===== src/rtl/alu_op_sequencer_if.sv =====
// Bundle of instruction-input, ALU-drive and writeback signals around the ALU op sequencer.
// The slave modport is the sequencer's view; master is the environment driving it.
interface alu_op_sequencer_if;
    logic        in_valid;
    logic        in_ready;
    logic [12:0] in_instr;
    logic        alu_en;
    logic [2:0]  alu_op;
    logic [3:0]  alu_a;
    logic [3:0]  alu_b;
    logic [3:0]  alu_result;
    logic        alu_carry;
    logic        alu_zero;
    logic        wb_valid;
    logic [1:0]  wb_dst;
    logic [3:0]  wb_data;
    logic        flag_c;
    logic        flag_z;
    logic        busy;

    modport slave (
        input  in_valid, in_instr, alu_result, alu_carry, alu_zero,
        output in_ready, alu_en, alu_op, alu_a, alu_b,
               wb_valid, wb_dst, wb_data, flag_c, flag_z, busy
    );

    modport master (
        output in_valid, in_instr, alu_result, alu_carry, alu_zero,
        input  in_ready, alu_en, alu_op, alu_a, alu_b,
               wb_valid, wb_dst, wb_data, flag_c, flag_z, busy
    );
endinterface


===== src/rtl/alu_op_sequencer.sv =====
// Buffers 13-bit instructions, executes loads locally and sequences ALU ops through an
// external registered 4-bit ALU (IDLE -> ISSUE -> CAPTURE), reporting each retirement once.
module alu_op_sequencer #(
    parameter int FIFO_DEPTH = 2
) (
    input logic               clk,
    input logic               rst,
    alu_op_sequencer_if.slave bus
);
    localparam int PTR_W = (FIFO_DEPTH > 1) ? $clog2(FIFO_DEPTH) : 1;
    localparam int CNT_W = PTR_W + 1;
    localparam logic [CNT_W-1:0] FULL_COUNT = CNT_W'(FIFO_DEPTH);

    localparam logic [1:0] IDLE    = 2'd0;
    localparam logic [1:0] ISSUE   = 2'd1;
    localparam logic [1:0] CAPTURE = 2'd2;

    logic [12:0]      r_fifo [FIFO_DEPTH];
    logic [PTR_W-1:0] r_wr_ptr;
    logic [PTR_W-1:0] r_rd_ptr;
    logic [CNT_W-1:0] r_count;

    logic [1:0] r_state;
    logic [2:0] r_op;
    logic [1:0] r_dst;
    logic [1:0] r_srca;
    logic [1:0] r_srcb;
    logic [3:0] r_regs [4];

    logic       r_wb_valid;
    logic [1:0] r_wb_dst;
    logic [3:0] r_wb_data;
    logic       r_flag_c;
    logic       r_flag_z;

    logic        w_full;
    logic        w_empty;
    logic        w_push;
    logic        w_pop;
    logic [12:0] w_head;
    logic        w_issue;

    assign w_full  = (r_count == FULL_COUNT);
    assign w_empty = (r_count == '0);
    // Ready is held low through reset so nothing is accepted into a buffer being cleared.
    assign bus.in_ready = ~rst & ~w_full;
    assign w_push  = bus.in_valid & bus.in_ready;
    assign w_pop   = (r_state == IDLE) & ~w_empty;
    assign w_head  = r_fifo[r_rd_ptr];
    assign w_issue = (r_state == ISSUE);

    // NOTE: the storage array has no reset; r_count alone decides which entries are valid.
    always_ff @(posedge clk) begin
        if (w_push) begin
            r_fifo[r_wr_ptr] <= bus.in_instr;
        end
    end

    always_ff @(posedge clk) begin
        if (rst) begin
            r_wr_ptr <= '0;
            r_rd_ptr <= '0;
            r_count  <= '0;
        end else begin
            if (w_push) r_wr_ptr <= r_wr_ptr + 1'b1;
            if (w_pop)  r_rd_ptr <= r_rd_ptr + 1'b1;
            case ({w_push, w_pop})
                2'b10:   r_count <= r_count + 1'b1;
                2'b01:   r_count <= r_count - 1'b1;
                default: r_count <= r_count;
            endcase
        end
    end

    always_ff @(posedge clk) begin
        if (rst) begin
            r_state    <= IDLE;
            r_op       <= '0;
            r_dst      <= '0;
            r_srca     <= '0;
            r_srcb     <= '0;
            r_wb_valid <= 1'b0;
            r_wb_dst   <= '0;
            r_wb_data  <= '0;
            r_flag_c   <= 1'b0;
            r_flag_z   <= 1'b0;
            for (int i = 0; i < 4; i++) r_regs[i] <= '0;
        end else begin
            r_wb_valid <= 1'b0;
            case (r_state)
                IDLE: begin
                    if (w_pop) begin
                        if (w_head[12]) begin
                            r_regs[w_head[8:7]] <= w_head[3:0];
                            r_wb_valid          <= 1'b1;
                            r_wb_dst            <= w_head[8:7];
                            r_wb_data           <= w_head[3:0];
                        end else begin
                            r_op    <= w_head[11:9];
                            r_dst   <= w_head[8:7];
                            r_srca  <= w_head[6:5];
                            r_srcb  <= w_head[4:3];
                            r_state <= ISSUE;
                        end
                    end
                end
                ISSUE: r_state <= CAPTURE;
                CAPTURE: begin
                    r_regs[r_dst] <= bus.alu_result;
                    r_flag_c      <= bus.alu_carry;
                    r_flag_z      <= bus.alu_zero;
                    r_wb_valid    <= 1'b1;
                    r_wb_dst      <= r_dst;
                    r_wb_data     <= bus.alu_result;
                    r_state       <= IDLE;
                end
                default: r_state <= IDLE;
            endcase
        end
    end

    // Operands are read from the register file during ISSUE, so a prior writeback is always visible.
    assign bus.alu_en   = w_issue;
    assign bus.alu_op   = w_issue ? r_op : 3'd0;
    assign bus.alu_a    = w_issue ? r_regs[r_srca] : 4'd0;
    assign bus.alu_b    = w_issue ? r_regs[r_srcb] : 4'd0;
    assign bus.wb_valid = r_wb_valid;
    assign bus.wb_dst   = r_wb_dst;
    assign bus.wb_data  = r_wb_data;
    assign bus.flag_c   = r_flag_c;
    assign bus.flag_z   = r_flag_z;
    assign bus.busy     = (r_state != IDLE) | ~w_empty;
endmodule

===== src/flat_wrapper.sv =====
// flat-port wrapper written by rule: the top's interface ports become plain ports
module alu_op_sequencer_flat 
#(
    parameter int FIFO_DEPTH = 2
)
  (clk, rst, bus_in_valid, bus_in_instr, bus_alu_result, bus_alu_carry, bus_alu_zero, bus_in_ready, bus_alu_en, bus_alu_op, bus_alu_a, bus_alu_b, bus_wb_valid, bus_wb_dst, bus_wb_data, bus_flag_c, bus_flag_z, bus_busy);
  alu_op_sequencer_if bus_i ();
  input logic clk;
  input logic rst;
  input wire logic [$bits(bus_i.in_valid)-1:0] bus_in_valid;
  input wire logic [$bits(bus_i.in_instr)-1:0] bus_in_instr;
  input wire logic [$bits(bus_i.alu_result)-1:0] bus_alu_result;
  input wire logic [$bits(bus_i.alu_carry)-1:0] bus_alu_carry;
  input wire logic [$bits(bus_i.alu_zero)-1:0] bus_alu_zero;
  output wire logic [$bits(bus_i.in_ready)-1:0] bus_in_ready;
  output wire logic [$bits(bus_i.alu_en)-1:0] bus_alu_en;
  output wire logic [$bits(bus_i.alu_op)-1:0] bus_alu_op;
  output wire logic [$bits(bus_i.alu_a)-1:0] bus_alu_a;
  output wire logic [$bits(bus_i.alu_b)-1:0] bus_alu_b;
  output wire logic [$bits(bus_i.wb_valid)-1:0] bus_wb_valid;
  output wire logic [$bits(bus_i.wb_dst)-1:0] bus_wb_dst;
  output wire logic [$bits(bus_i.wb_data)-1:0] bus_wb_data;
  output wire logic [$bits(bus_i.flag_c)-1:0] bus_flag_c;
  output wire logic [$bits(bus_i.flag_z)-1:0] bus_flag_z;
  output wire logic [$bits(bus_i.busy)-1:0] bus_busy;
  assign bus_i.in_valid = bus_in_valid;
  assign bus_i.in_instr = bus_in_instr;
  assign bus_i.alu_result = bus_alu_result;
  assign bus_i.alu_carry = bus_alu_carry;
  assign bus_i.alu_zero = bus_alu_zero;
  assign bus_in_ready = bus_i.in_ready;
  assign bus_alu_en = bus_i.alu_en;
  assign bus_alu_op = bus_i.alu_op;
  assign bus_alu_a = bus_i.alu_a;
  assign bus_alu_b = bus_i.alu_b;
  assign bus_wb_valid = bus_i.wb_valid;
  assign bus_wb_dst = bus_i.wb_dst;
  assign bus_wb_data = bus_i.wb_data;
  assign bus_flag_c = bus_i.flag_c;
  assign bus_flag_z = bus_i.flag_z;
  assign bus_busy = bus_i.busy;
  alu_op_sequencer #(.FIFO_DEPTH(FIFO_DEPTH)) u_core (.clk(clk), .rst(rst), .bus(bus_i));
endmodule

===== config.mk =====
export PLATFORM = sky130hd
export DESIGN_NAME = alu_op_sequencer_flat
export DESIGN_NICKNAME = d
export VERILOG_FILES = /design/src/rtl/alu_op_sequencer_if.sv /design/src/rtl/alu_op_sequencer.sv /design/src/flat_wrapper.sv
export SDC_FILE = /design/constraint.sdc
export NUM_CORES = 1
export LEC_CHECK = 0
export CORE_MARGIN = 2
export CORE_UTILIZATION = 55
export CTS_BUF_LIST = sky130_fd_sc_hd__clkbuf_8
export CTS_CLUSTER_DIAMETER = 120
export DETAILED_ROUTE_END_ITERATION = 16
export PLACE_DENSITY = 0.9
export SYNTH_ARGS = -nofsm -noshare
export SYNTH_HDL_FRONTEND = slang
export SYNTH_SLANG_ARGS = --single-unit
export TNS_END_PERCENT = 30

===== constraint.sdc =====
create_clock -name clk -period 5.8 [get_ports clk]
set_input_delay 0.87 -clock clk [delete_from_list [all_inputs] [get_ports clk]]
set_output_delay 0.87 -clock clk [all_outputs]
set_load 0.1 [all_outputs]

* After elaboration in Yosys (flattened, before gate mapping) *
Memory sizes are Yosys's and may differ from the RTL's. A register that Yosys moved wholly into a read port is not among the register bits.
Cells that the tools add are included.

storage, ports and cells
  flip-flop bits (word level) = 24
  bits in latches = 0
  RAM bits = 42
  bits in read-only memories = 0
  bits of input ports = 22
  output and inout bits = 23
  word-level logic and storage cells = 83
  memories kept = 2

operators by class
  $add $sub $neg = 4
  multipliers = 0
  div/mod/pow operators = 0
  order comparisons = 0
  equality and inequality tests = 8
  shifts and indexed selects = 0
  mux-type cells = 38
  bitwise operators = 8
  reductions and logical operators = 10

memory list
  name           words  width  read ports  clocked after Yosys merged registers in  write ports  RTL line                RTL
  u_core.r_fifo  2      13     1           1                                        1            alu_op_sequencer.sv:18  logic [12:0] r_fifo [FIFO_DEPTH];
  u_core.r_regs  4      4      2           2                                        4            alu_op_sequencer.sv:28  logic [3:0] r_regs [4];

operators with widths
  cell                 number
  $mux 4               6
  $mux 2               10
  $mux 1               16
  $pmux 2 s2           3
  $pmux 4 s2           1
  $reduce_or 4->1      2
  $eq 2x2->1 const B   3
  $reduce_and 3->1     2
  $reduce_bool 2->1    3
  $eq 2x1->1 const B   2
  $logic_not 2->1      2
  $ne 2x1->1 const B   2
  $not 1->1            4
  $and 1x1->1          3
  $mux 3               1
  $add 1x1->1 const B  2
  $add 2x1->2 const B  1
  $ne 2x2->1 const B   1
  $pmux 1 s2           1
  $reduce_and 2->1     1
  $sub 2x1->2 const B  1
  $or 1x1->1           1

* Logic depth before layout (Yosys ltp) *
  depth after elaboration = 10
  mapped depth = 7
  gate-level depth less buffers = 6

* Worst setup path before layout *
No wires, ideal clock.

  kind = register -> output
  start point = register u_core.r_state[0]
  end point = output port bus_alu_a[0]
  arrival time = 2414 ps
  required time = 4930 ps
  slack = 2516 ps
  cell stages (with the launch flop) = 4
  buffers on the path = 1
  path through = dfxtp_1 -> nor2b_1 -> clkbuf_1 -> and2_1

between the ends
  longest elaborated chain between the ends = 2

ends and longest elaborated chain
  what                    RTL line                 RTL
  start, declared         alu_op_sequencer.sv:23   logic [1:0] r_state;
  start signal, assigned  alu_op_sequencer.sv:77   r_state <= IDLE;
  start signal, assigned  alu_op_sequencer.sv:103  r_state <= ISSUE;
  start signal, assigned  alu_op_sequencer.sv:107  ISSUE: r_state <= CAPTURE;
  $eq 2x1->1              alu_op_sequencer.sv:50   assign w_issue = (r_state == ISSUE);
  named net bus_alu_en    flat_wrapper.sv:16       output wire logic [$bits(bus_i.alu_en)-1:0] bus_alu_en;
  $mux 4                  alu_op_sequencer.sv:125  assign bus.alu_a = w_issue ? r_regs[r_srca] : 4'd0;
  end, declared           flat_wrapper.sv:18       output wire logic [$bits(bus_i.alu_a)-1:0] bus_alu_a;

The timed path passes the listed nets, and every way through them passes these cells.

* Worst setup path in the final report *
  start point = input port rst
  end point = output port bus_in_ready

between the ends
  longest elaborated chain between the ends = 2

ends and longest elaborated chain
  what             RTL line                RTL
  start, declared  flat_wrapper.sv:9       input logic rst;
  $not 1->1        alu_op_sequencer.sv:46  assign bus.in_ready = ~rst & ~w_full;
  $and 1x1->1      alu_op_sequencer.sv:46
  end, declared    flat_wrapper.sv:15      output wire logic [$bits(bus_i.in_ready)-1:0] bus_in_ready;

No other way between the ends.

==> qor.yml <==
sta:
  relSlewSlack: 0.191
  worst_pin_slew_ns: 1.21
  fmax_ghz: 0.253
  skew_ns: 0.00630
  rsz0062_at_grt: "no"
  fin_crit_sh: 0.681
  fin_crit_ns: 3.95
  setup_viol: 0
  maxSlewViolCount: 0
  fin_tns_setup_ns: 0
  final_hold_viol_count: 0
floorplan:
  die_area_mm2: 0.00602
  rows: 26
  initial_core_util: 0.576
  fp.dieH_um: 77.6
  num_io_pins: 45
  die_w_um: 77.6
  coreArea_mm2: 0.00517
synthesis:
  syn_inst: 222
  synth_cell_types: 43
  synth-seq-cells: 71
  yosysTopAreaCellShare: 0.423
  syn_avg_cell_area_um2: 13.4
  ys_top_cells_by_area: "edfxtp_1 (42%), dfxtp_1 (19%), mux4_2 (6.0%), mux2i_1 (4.4%), nor2_1 (3.4%)"
  synth_area_mm2: 0.00298
  synth_top_area_cell: "edfxtp_1"
  synth_fp_nets: 245
  yosysWarnings: 0
  ys_seq_area_frac: 0.618
placed_design:
  portBuffers: 44
  place_hpwl_um: 3890
  gp_congestion: 0.824
  dp.cells: 328
layout:
  drive_gt1_frac: 0.135
  area_delta_synth_final_pct: 23.7
  antennaDiodeCount: 0
  num-fill-cells: 344
  multi_input_area_mm2: 0.00105
  seq_area_mm2: 0.00184
  nets: 292
  layout.cells.non_filler: 344
setup_path:
  worst-r2r-setup-slack_ns: 3.00
  endpoint: "bus_in_ready"
  crit_start: "rst"
  crit_type: "in2out"
  arrival_ns: 3.08
  r2r-end: "u_core.r_regs[3][0]"
  reg2regPathDepth: 4
  cp_max_fo: 30
  end_kind: "output pin"
  worstPathRequired_ns: 4.93
  start_kind: "input port"
min_path:
  min_path_cells: 1
  worstHoldPathType: "reg2reg"
drt:
  postRouteAntennaNets: 0
  avgViaCountPerCell: 5.53
  via_count: 1902
  drtIter0Drc: 89
  dr.pass1.iters: 4
  drc: 0
  finalWirelength_um: 5540
  avgRoutedWirePerCell_um: 16.1
global_routing:
  grt_pass1_wl_um: 9110
  antenna_found_initial: 0
  grt_pass1_vias: 1938
  grt.total_usage: 0.203
  grt-ovfl-total: 0
  grt_max_degree: 31
status:
  status: "complete, no violations"
clocking:
  cts_setup_buffers: 0
  clock-sinks: 71
  cts-root-buf: "clkbuf_8"
  worstSkewPairLatency_ns: 0.34
  cts_tree: "done"
  cts_made_buffers: 9
  holdBufCountCts: 0
  htreeDepth: 3
  clockBufferDepth: 2
  cts_resized: 0
  clkTransAtPathRegs_ns: 0.06
pwr:
  power_density_mw_per_mm2: 486
  peakVddDrop_mv: 0.348
  leakagePower_nw: 1.30
flow_run:
  maxCapViolations: 0
[cells in the mapped netlist, drive strengths merged]
cell type  count
a211oi         8
a21boi         1
a21o           6
a21oi          1
a32o           2
a32oi          2
and2          15
and3           2
buf            7
clkbuf         3
dfxtp         29
edfxtp        42
ha             1
inv            6
mux2           5
mux2i         13
mux4           8
nand2          5
nand3          2
nand4          3
nor2          27
nor2b          3
nor3          12
nor4           3
o211ai         1
o21a           1
o21ai          4
o22ai          1
o31ai          2
or2            2
or3            1
xnor2          3
xor2           1
[per-layer routing]
metal  GRT usage  part of all wire  up-vias
met2       0.343              0.52       65
met3      0.0663             0.058       12
met1       0.233              0.40      909
li1            -                 -      916
met4      0.0929             0.020        0
met5           0                 0        -
[final cells by class]
class                      count  share of cell area
clock buffer                  11              0.0411
clock inverter                 5              0.0197
inverter                       6             0.00611
multi-input combinational    135               0.286
sequential                    71               0.500
tap                           70              0.0238
timing repair buffer          46               0.124
[critical path, cell delays in order]
cell             delay (ns)
clkdlybuf4s50_1        0.41
buf_4                  0.24
inv_1                  0.25
o21a_1                 0.17
clkdlybuf4s50_1        1.13
[cell families after synthesis]
family,count (synthesis),share of synthesized area
xor gates and xnor gates,4,0.0118
DFF,71,0.618
AOI/OAI and AO/OA,29,0.0802
and+or+nand+nor,75,0.134
adders and majority gates,1,0.00420
muxes,26,0.124
buffers and inverters,16,0.0277
[cell usage in the layout, fill, tap and decap left out, types with 4 or more instances in the layout]
cell type	instances
edfxtp_1	42
clkbuf_8	11
mux2i_1	13
mux4_2	8
nor2_1	27
and2_1	15
a21o_1	6
nand2_1	5
mux2_2	4
nor3_1	12
dfxtp_1	29
inv_1	8
clkdlybuf4s50_1	44
a211oi_1	8
[worst min-delay path by stage]
stage | startpoint | to | slack (ns)
after floorplan | u_core.r_dst[1] | u_core.bus.wb_dst[1] | 0.46
after global placement | u_core.bus.wb_data[2] | u_core.bus.wb_data[2] | 0.45
after detailed placement | u_core.bus.wb_data[1] | u_core.bus.wb_data[1] | 0.45
after CTS | u_core.bus.wb_data[1] | u_core.bus.wb_data[1] | 0.46
after global routing | u_core.bus.wb_data[0] | u_core.bus.wb_data[0] | 0.49
final | u_core.bus.wb_data[0] | u_core.bus.wb_data[0] | 0.46
[where the power goes]
| part | leakage (nW) | internal, W | switching [W] | total, W |
|---|---|---|---|---|
| Clock | 0.122 | 0.000262 | 0.000171 | 0.000432 |
| Sequential | 0.642 | 0.000639 | 0.0000739 | 0.000713 |
| Combinational | 0.539 | 0.000213 | 0.000432 | 0.000645 |
| Total | 1.30 | 0.00111 | 0.000677 | 0.00179 |
[through the flow]
stage | total power, W | hold WS (ns) | area [µm²] | util | setup slack, ns
2_1_floorplan | 0.00123 | 0.459 | 2980 | - | 2.52
3_3_place_gp | 0.00135 | 0.446 | 3460 | 0.669 | 1.93
3_5_place_dp | 0.00137 | 0.446 | 3460 | 0.669 | 1.85
4_1_cts | 0.00180 | 0.464 | 3690 | 0.713 | 1.85
5_1_grt | 0.00187 | 0.488 | 3690 | 0.713 | 1.75
6_report | 0.00179 | 0.460 | 3690 | 0.713 | 1.85
[state kept, by name, summed over array words and instances (netlist names), named ones only]
name                 count
u_core.r_count           2
u_core.r_srcb            2
u_core.r_rd_ptr          1
u_core.r_wr_ptr          1
u_core.r_regs           16
u_core.bus.flag_z        1
u_core.r_op              3
u_core.bus.wb_data       4
u_core.bus.flag_c        1
u_core.r_state           2
u_core.r_fifo           26
u_core.r_dst             2
u_core.r_srca            2
u_core.bus.wb_valid      1
u_core.bus.wb_dst        2
No activity file was read; power rests on OpenSTA's default activity.
